[config.mk]
export PLATFORM = sky130hd
export DESIGN_NAME = sonata_xl_pad_ctrl
export DESIGN_NICKNAME = d
export VERILOG_FILES = /design/src/rtl/sonata_xl_pad_ctrl.sv
export SDC_FILE = /design/constraint.sdc
export NUM_CORES = 1
export LEC_CHECK = 0
export ABC_AREA = 0
export CAP_MARGIN = 20
export CORE_ASPECT_RATIO = 1.2
export CORE_MARGIN = 3
export CORE_UTILIZATION = 45
export CTS_CLUSTER_DIAMETER = 100
export CTS_CLUSTER_SIZE = 12
export DETAILED_ROUTE_END_ITERATION = 10
export HOLD_SLACK_MARGIN = 0.15
export PLACE_DENSITY = 0.67
export RECOVER_POWER = 100
export SYNTH_ARGS = -nofsm -noshare
export SYNTH_HDL_FRONTEND = slang
export SYNTH_SLANG_ARGS = --single-unit
[constraint.sdc]
create_clock -name clk_i -period 6 [get_ports clk_i]
set_input_delay 0.6 -clock clk_i [delete_from_list [all_inputs] [get_ports clk_i]]
set_output_delay 0.6 -clock clk_i [all_outputs]
set_load 0.02 [all_outputs]
[src/rtl/sonata_xl_pad_ctrl.sv]
// Inout pad controller: registered OD/PP output resolution, 2-flop input sync, glitch filter, edge events.
// Optional internal loopback of the registered pad drive is built when SONATA_XL_PAD_LOOPBACK_EN is defined.
module sonata_xl_pad_ctrl #(
  parameter int                  NumPins      = 36,
  parameter logic [NumPins-1:0]  OdPinMask    = 36'h0000_0000F,
  parameter logic [NumPins-1:0]  IdleHighMask = 36'h0000_0000F,
  parameter int                  FilterCntW   = 8
) (
  input  logic                  clk_i,
  input  logic                  rst_ni,
`ifdef SONATA_XL_PAD_LOOPBACK_EN
  input  logic                  loopback_i,
`endif
  input  logic [FilterCntW-1:0] filter_thresh_i,
  input  logic [NumPins-1:0]    filt_en_i,
  input  logic [NumPins-1:0]    od_en_i,
  input  logic [NumPins-1:0]    core_out_i,
  input  logic [NumPins-1:0]    core_oe_i,
  output logic [NumPins-1:0]    core_in_o,
  output logic [NumPins-1:0]    rise_o,
  output logic [NumPins-1:0]    fall_o,
  input  logic [NumPins-1:0]    pad_in_i,
  output logic [NumPins-1:0]    pad_out_o,
  output logic [NumPins-1:0]    pad_oe_o
);

  localparam logic [FilterCntW-1:0] CntOne = {{(FilterCntW-1){1'b0}}, 1'b1};

  logic [NumPins-1:0]    od;
  logic [NumPins-1:0]    pad_out_d, pad_out_q;
  logic [NumPins-1:0]    pad_oe_d, pad_oe_q;
  logic [NumPins-1:0]    sync1_src;
  logic [NumPins-1:0]    sync1_q, sync2_q;
  logic [NumPins-1:0]    core_in_d, core_in_q;
  logic [NumPins-1:0]    rise_d, rise_q, fall_d, fall_q;
  logic [FilterCntW-1:0] cnt_d [NumPins];
  logic [FilterCntW-1:0] cnt_q [NumPins];

  // Open-drain pins never drive high: they only enable the driver to pull low.
  always_comb begin
    od        = OdPinMask | od_en_i;
    pad_out_d = core_out_i & ~od;
    pad_oe_d  = core_oe_i & ~(od & core_out_i);
  end

`ifdef SONATA_XL_PAD_LOOPBACK_EN
  always_comb begin
    if (loopback_i) begin
      sync1_src = (od & ~pad_oe_q) | (~od & ((pad_oe_q & pad_out_q) | (~pad_oe_q & IdleHighMask)));
    end else begin
      sync1_src = pad_in_i;
    end
  end
  assign pad_oe_o = loopback_i ? '0 : pad_oe_q;
`else
  assign sync1_src = pad_in_i;
  assign pad_oe_o  = pad_oe_q;
`endif

  // A disagreeing level must be seen on thresh+1 consecutive cycles before it is committed.
  always_comb begin
    for (int i = 0; i < NumPins; i++) begin
      core_in_d[i] = core_in_q[i];
      cnt_d[i]     = '0;
      if (!filt_en_i[i]) begin
        core_in_d[i] = sync2_q[i];
      end else if (sync2_q[i] != core_in_q[i]) begin
        if (cnt_q[i] >= filter_thresh_i) begin
          core_in_d[i] = sync2_q[i];
        end else if (cnt_q[i] != '1) begin
          cnt_d[i] = cnt_q[i] + CntOne;
        end else begin
          cnt_d[i] = cnt_q[i];
        end
      end
    end
    rise_d = core_in_d & ~core_in_q;
    fall_d = ~core_in_d & core_in_q;
  end

  always_ff @(posedge clk_i) begin
    if (!rst_ni) begin
      pad_out_q <= '0;
      pad_oe_q  <= '0;
      sync1_q   <= IdleHighMask;
      sync2_q   <= IdleHighMask;
      core_in_q <= IdleHighMask;
      rise_q    <= '0;
      fall_q    <= '0;
      for (int i = 0; i < NumPins; i++) cnt_q[i] <= '0;
    end else begin
      pad_out_q <= pad_out_d;
      pad_oe_q  <= pad_oe_d;
      sync1_q   <= sync1_src;
      sync2_q   <= sync1_q;
      core_in_q <= core_in_d;
      rise_q    <= rise_d;
      fall_q    <= fall_d;
      for (int i = 0; i < NumPins; i++) cnt_q[i] <= cnt_d[i];
    end
  end

  assign pad_out_o = pad_out_q;
  assign core_in_o = core_in_q;
  assign rise_o    = rise_q;
  assign fall_o    = fall_q;

endmodule

==> results.md <==
* Share of layout cells above drive strength 1 at about 4.6%
* Cts bufs inserted at 50
* Mux contribution to synthesized area at 3.43%
* Initial antenna violation count at 4
* Overall power at 7.16 mW
* Via count at 22900
* Mapped Cells at 2876
* Failing checks: max-capacitance violations, max-slew violations
* Post-synthesis sequential area ratio at 38.7%
* Vias in the first global route at about 23000
* Clock root cell: clkbuf_16
* R2R depth at 6
* Compound-Gate Fraction of Synth Area at 14.0%
* Distinct cells, synth at 52
* Die width at 233 um
* Post-CTS sizing at 0
* ANT nets after route at 0
* Hold Fails Final Rpt at 0
* Final Util at 55.0%
* Simple-gate share of the synthesized area at 23.4%
* Largest net degree at the start of global routing at 131
* Post-route DRC at 0
* Final Critical Period at 4380 ps
* Worst-Margin Slew at around 2200 ps
* Worst Path Required at 6500 ps
* I/O Buffers at 361
* Leakage power at 14.0 nW
* Core Area at 60900 sq um
* H-tree level count at 2
* Placer Congestion at 0.896
* CP arrival at 4880 ps
* GRT overflow at 0
* Drt total wl at 72700 um
* Die extent in y at ~280 um
* Worst skew pair latency at 590 ps
* Worst hold path depth at 1
* Place WS at between 2000 and 2500 ps
* Area growth syn-to-layout at 20.7%
* CP Max Fanout at 20
* Initial core utilization at 45.5%
* Worst hold path class: reg -> reg
* Worst Setup Start Kind: input pin
* Postcts setup bufs at 0
* Setup CP Type: in -> reg
* Endpoints failing setup at 0
* Post-synthesis xor/xnor area fraction at 3.98%
* Worst Skew at 15.2 ps
* PwrDens at 214 nW/um^2
* Placed cell areas at 32300 sq um
* Asr flop ratio synth at 0%
* Syn Std Cell Area at 27700 sq um
* Fin. max-slew vios at between 200 and 300
* Drt pass-1 iters at 5
* Max Buffers Root-to-Sink at 3
* Largest family of logic cells by synthesized area: simple AND/OR/NAND/NOR gates
* CP endpoint kind: register
* CTS hold repair buffers at 0
* Total negative slack at 0 ps
* RSZ-0062 raised after global routing: false
* Total track usage at 21.9%
* DIE AREA at ~65000 sq um
* Outcome: finished with violations
* Post-synth EDFFs at 0
* Post-Synth Adder-Cell Area at ~15%
* Synthesis warning total at 0
* TritonCTS clock tree: done
* Global-route wire length before repair at around 120000 um
* Row Count at 99
* DR iter-0 viols at about 1200
* Wire per inst at between 15 and 20 um
* Fmax at 228 MHz
* Max VDD drop at 203 uV
* Post-Syn Area per Cell at 9.65 sq um
* #FFs+latches synth at 536
* Final #Nets at 3766
* Prevailing post-synth register cell: dfxtp_1
* Final instance area at 33500 sq um
* Clk sink count at between 500 and 600
* Maxcap violations at 10
* Clk pin slew, worst setup/hold paths at around 60 ps
* Final setup margin at 1620 ps
* Final cycle utilization of the critical path at 73.0%
* Slew margin rel. at -48.1%
* # IOs at 370
* Detailed placement HPWL at 53000 um
* Via density at 5.64
-- area by class of cell --
class | instances | area, sq um
Fill cell | 5482 | 27500
Multi-Input combinational cell | 2209 | 16400
Sequential cell | 536 | 10700
Timing Repair Buffer | 373 | 3680
Clock buffer | 50 | 1250
Tap cell | 808 | 1010
Inverter | 82 | 308
Clock inverter | 4 | 63.8
Antenna cell | 2 | 5.00
-- power by group --
| part | leakage (nW) | internal (mW) | total (mW) | switching [mW] |
|---|---|---|---|---|
| registers | 4.35 | 3.62 | 3.66 | 0.0385 |
| clock network | 0.646 | 1.51 | 2.84 | 1.33 |
| logic | 9.00 | 0.320 | 0.663 | 0.344 |
| total | 14.0 | 5.45 | 7.16 | 1.71 |
-- flip-flops by register name, indices dropped and copies added (netlist names) --
register	flops
cnt_q	288
core_in_o	36
fall_o	36
pad_oe_o	36
rise_o	36
sync1_q	36
sync2_q	36
pad_out_o	32
-- cells by family after synthesis --
family                   Yosys count
flip-flops                       536
AND/OR/NAND/NOR                 1190
multiplexers                      95
AO/OA/AOI/OAI                    470
other                              1
XOR/XNOR                         126
adder cells (fa/ha/maj)          324
buffers and inverters            134
-- cells in the mapped netlist, types with 5 or more instances --
cell       number  share of area [%]
a221oi_1       32                1.0
xor2_1         75                2.4
nand4_1        68                1.5
nor4_1         10               0.23
ha_1          324                 15
o31ai_1        12               0.32
nor3b_1         8               0.22
or3_1           5               0.11
o311ai_2       31                1.8
o211ai_1       32               0.87
and4_1         22               0.69
nand2b_1       85                1.9
a211oi_1       41                1.1
a31oi_1        48                1.1
mux2i_1        95                3.4
xnor2_1        51                1.6
nand2_1       200                2.7
a21o_1         32               0.87
or2_2          13               0.29
and3_1         66                1.5
nand3_1        88                1.6
o2111ai_1      14               0.44
inv_1          82                1.1
nor4bb_1       68                2.5
and3b_1        36                1.1
a311oi_1        8               0.25
a21oi_1        70                1.3
o21a_1         32               0.87
nor2b_1        12               0.27
nor3_2          6               0.22
o31a_1         32                1.0
nor3_1         56                1.0
and2_1        118                2.7
dfxtp_1       536                 39
nor2_1        305                4.1
a2111oi_2      32                1.7
nor4b_1        12               0.38
o21ai_0        39               0.70
clkbuf_1       41               0.55
buf_2           5              0.090
or4_1           8               0.22
-- worst paths after layout --
kind	start	endpoint	slack, ps
worst max-delay path	filter_thresh_i[7]	cnt_q[1][6]	1620
worst min-delay path	sync1_q[2]	sync2_q[2]	400
worst min register to register	sync1_q[2]	sync2_q[2]	400
worst max register to register	cnt_q[2][16]	cnt_q[2][23]	3460
-- metrics by stage --
stage	hold slack, ps	cells
after floorplan	386	2879
after global placement	389	4008
after detailed placement	396	4008
after CTS	409	4062
after global routing	427	4064
final	405	4064
-- per-layer routing --
| metal | part of all wire [%] | GRT usage (%) | vias up | routed length, um |
|---|---|---|---|---|
| met2 | 50 | 39.7 | 618 | 36400 |
| li1 | - | - | 11300 | - |
| met3 | 6.8 | 5.71 | 140 | 4970 |
| met4 | 3.9 | 8.85 | 0 | 2830 |
| met5 | 0 | 0 | - | 0 |
| met1 | 39 | 24.3 | 10900 | 28500 |
-- layout by cell type (no fill, tap or decap), types with 75 or more instances in the layout --
master / synthesis / final
and2_1: 118 / 82
clkdlybuf4s50_1: 0 / 182
dfxtp_1: 536 / 536
dlygate4sd3_1: 0 / 177
ha_1: 324 / 324
inv_1: 82 / 76
mux2i_1: 95 / 95
nand2_1: 200 / 200
nand2b_1: 85 / 85
nand3_1: 88 / 88
nor2_1: 305 / 305
xor2_1: 75 / 75
-- critical path, stage by stage --
cell and delay, ps:
clkdlybuf4s50_1 400, inv_1 950, clkbuf_1 1290, ha_1 440, and3_1 180, a221oi_1 380, o311ai_2 330, a211oi_1 300
(Power assumes the default switching activity.)
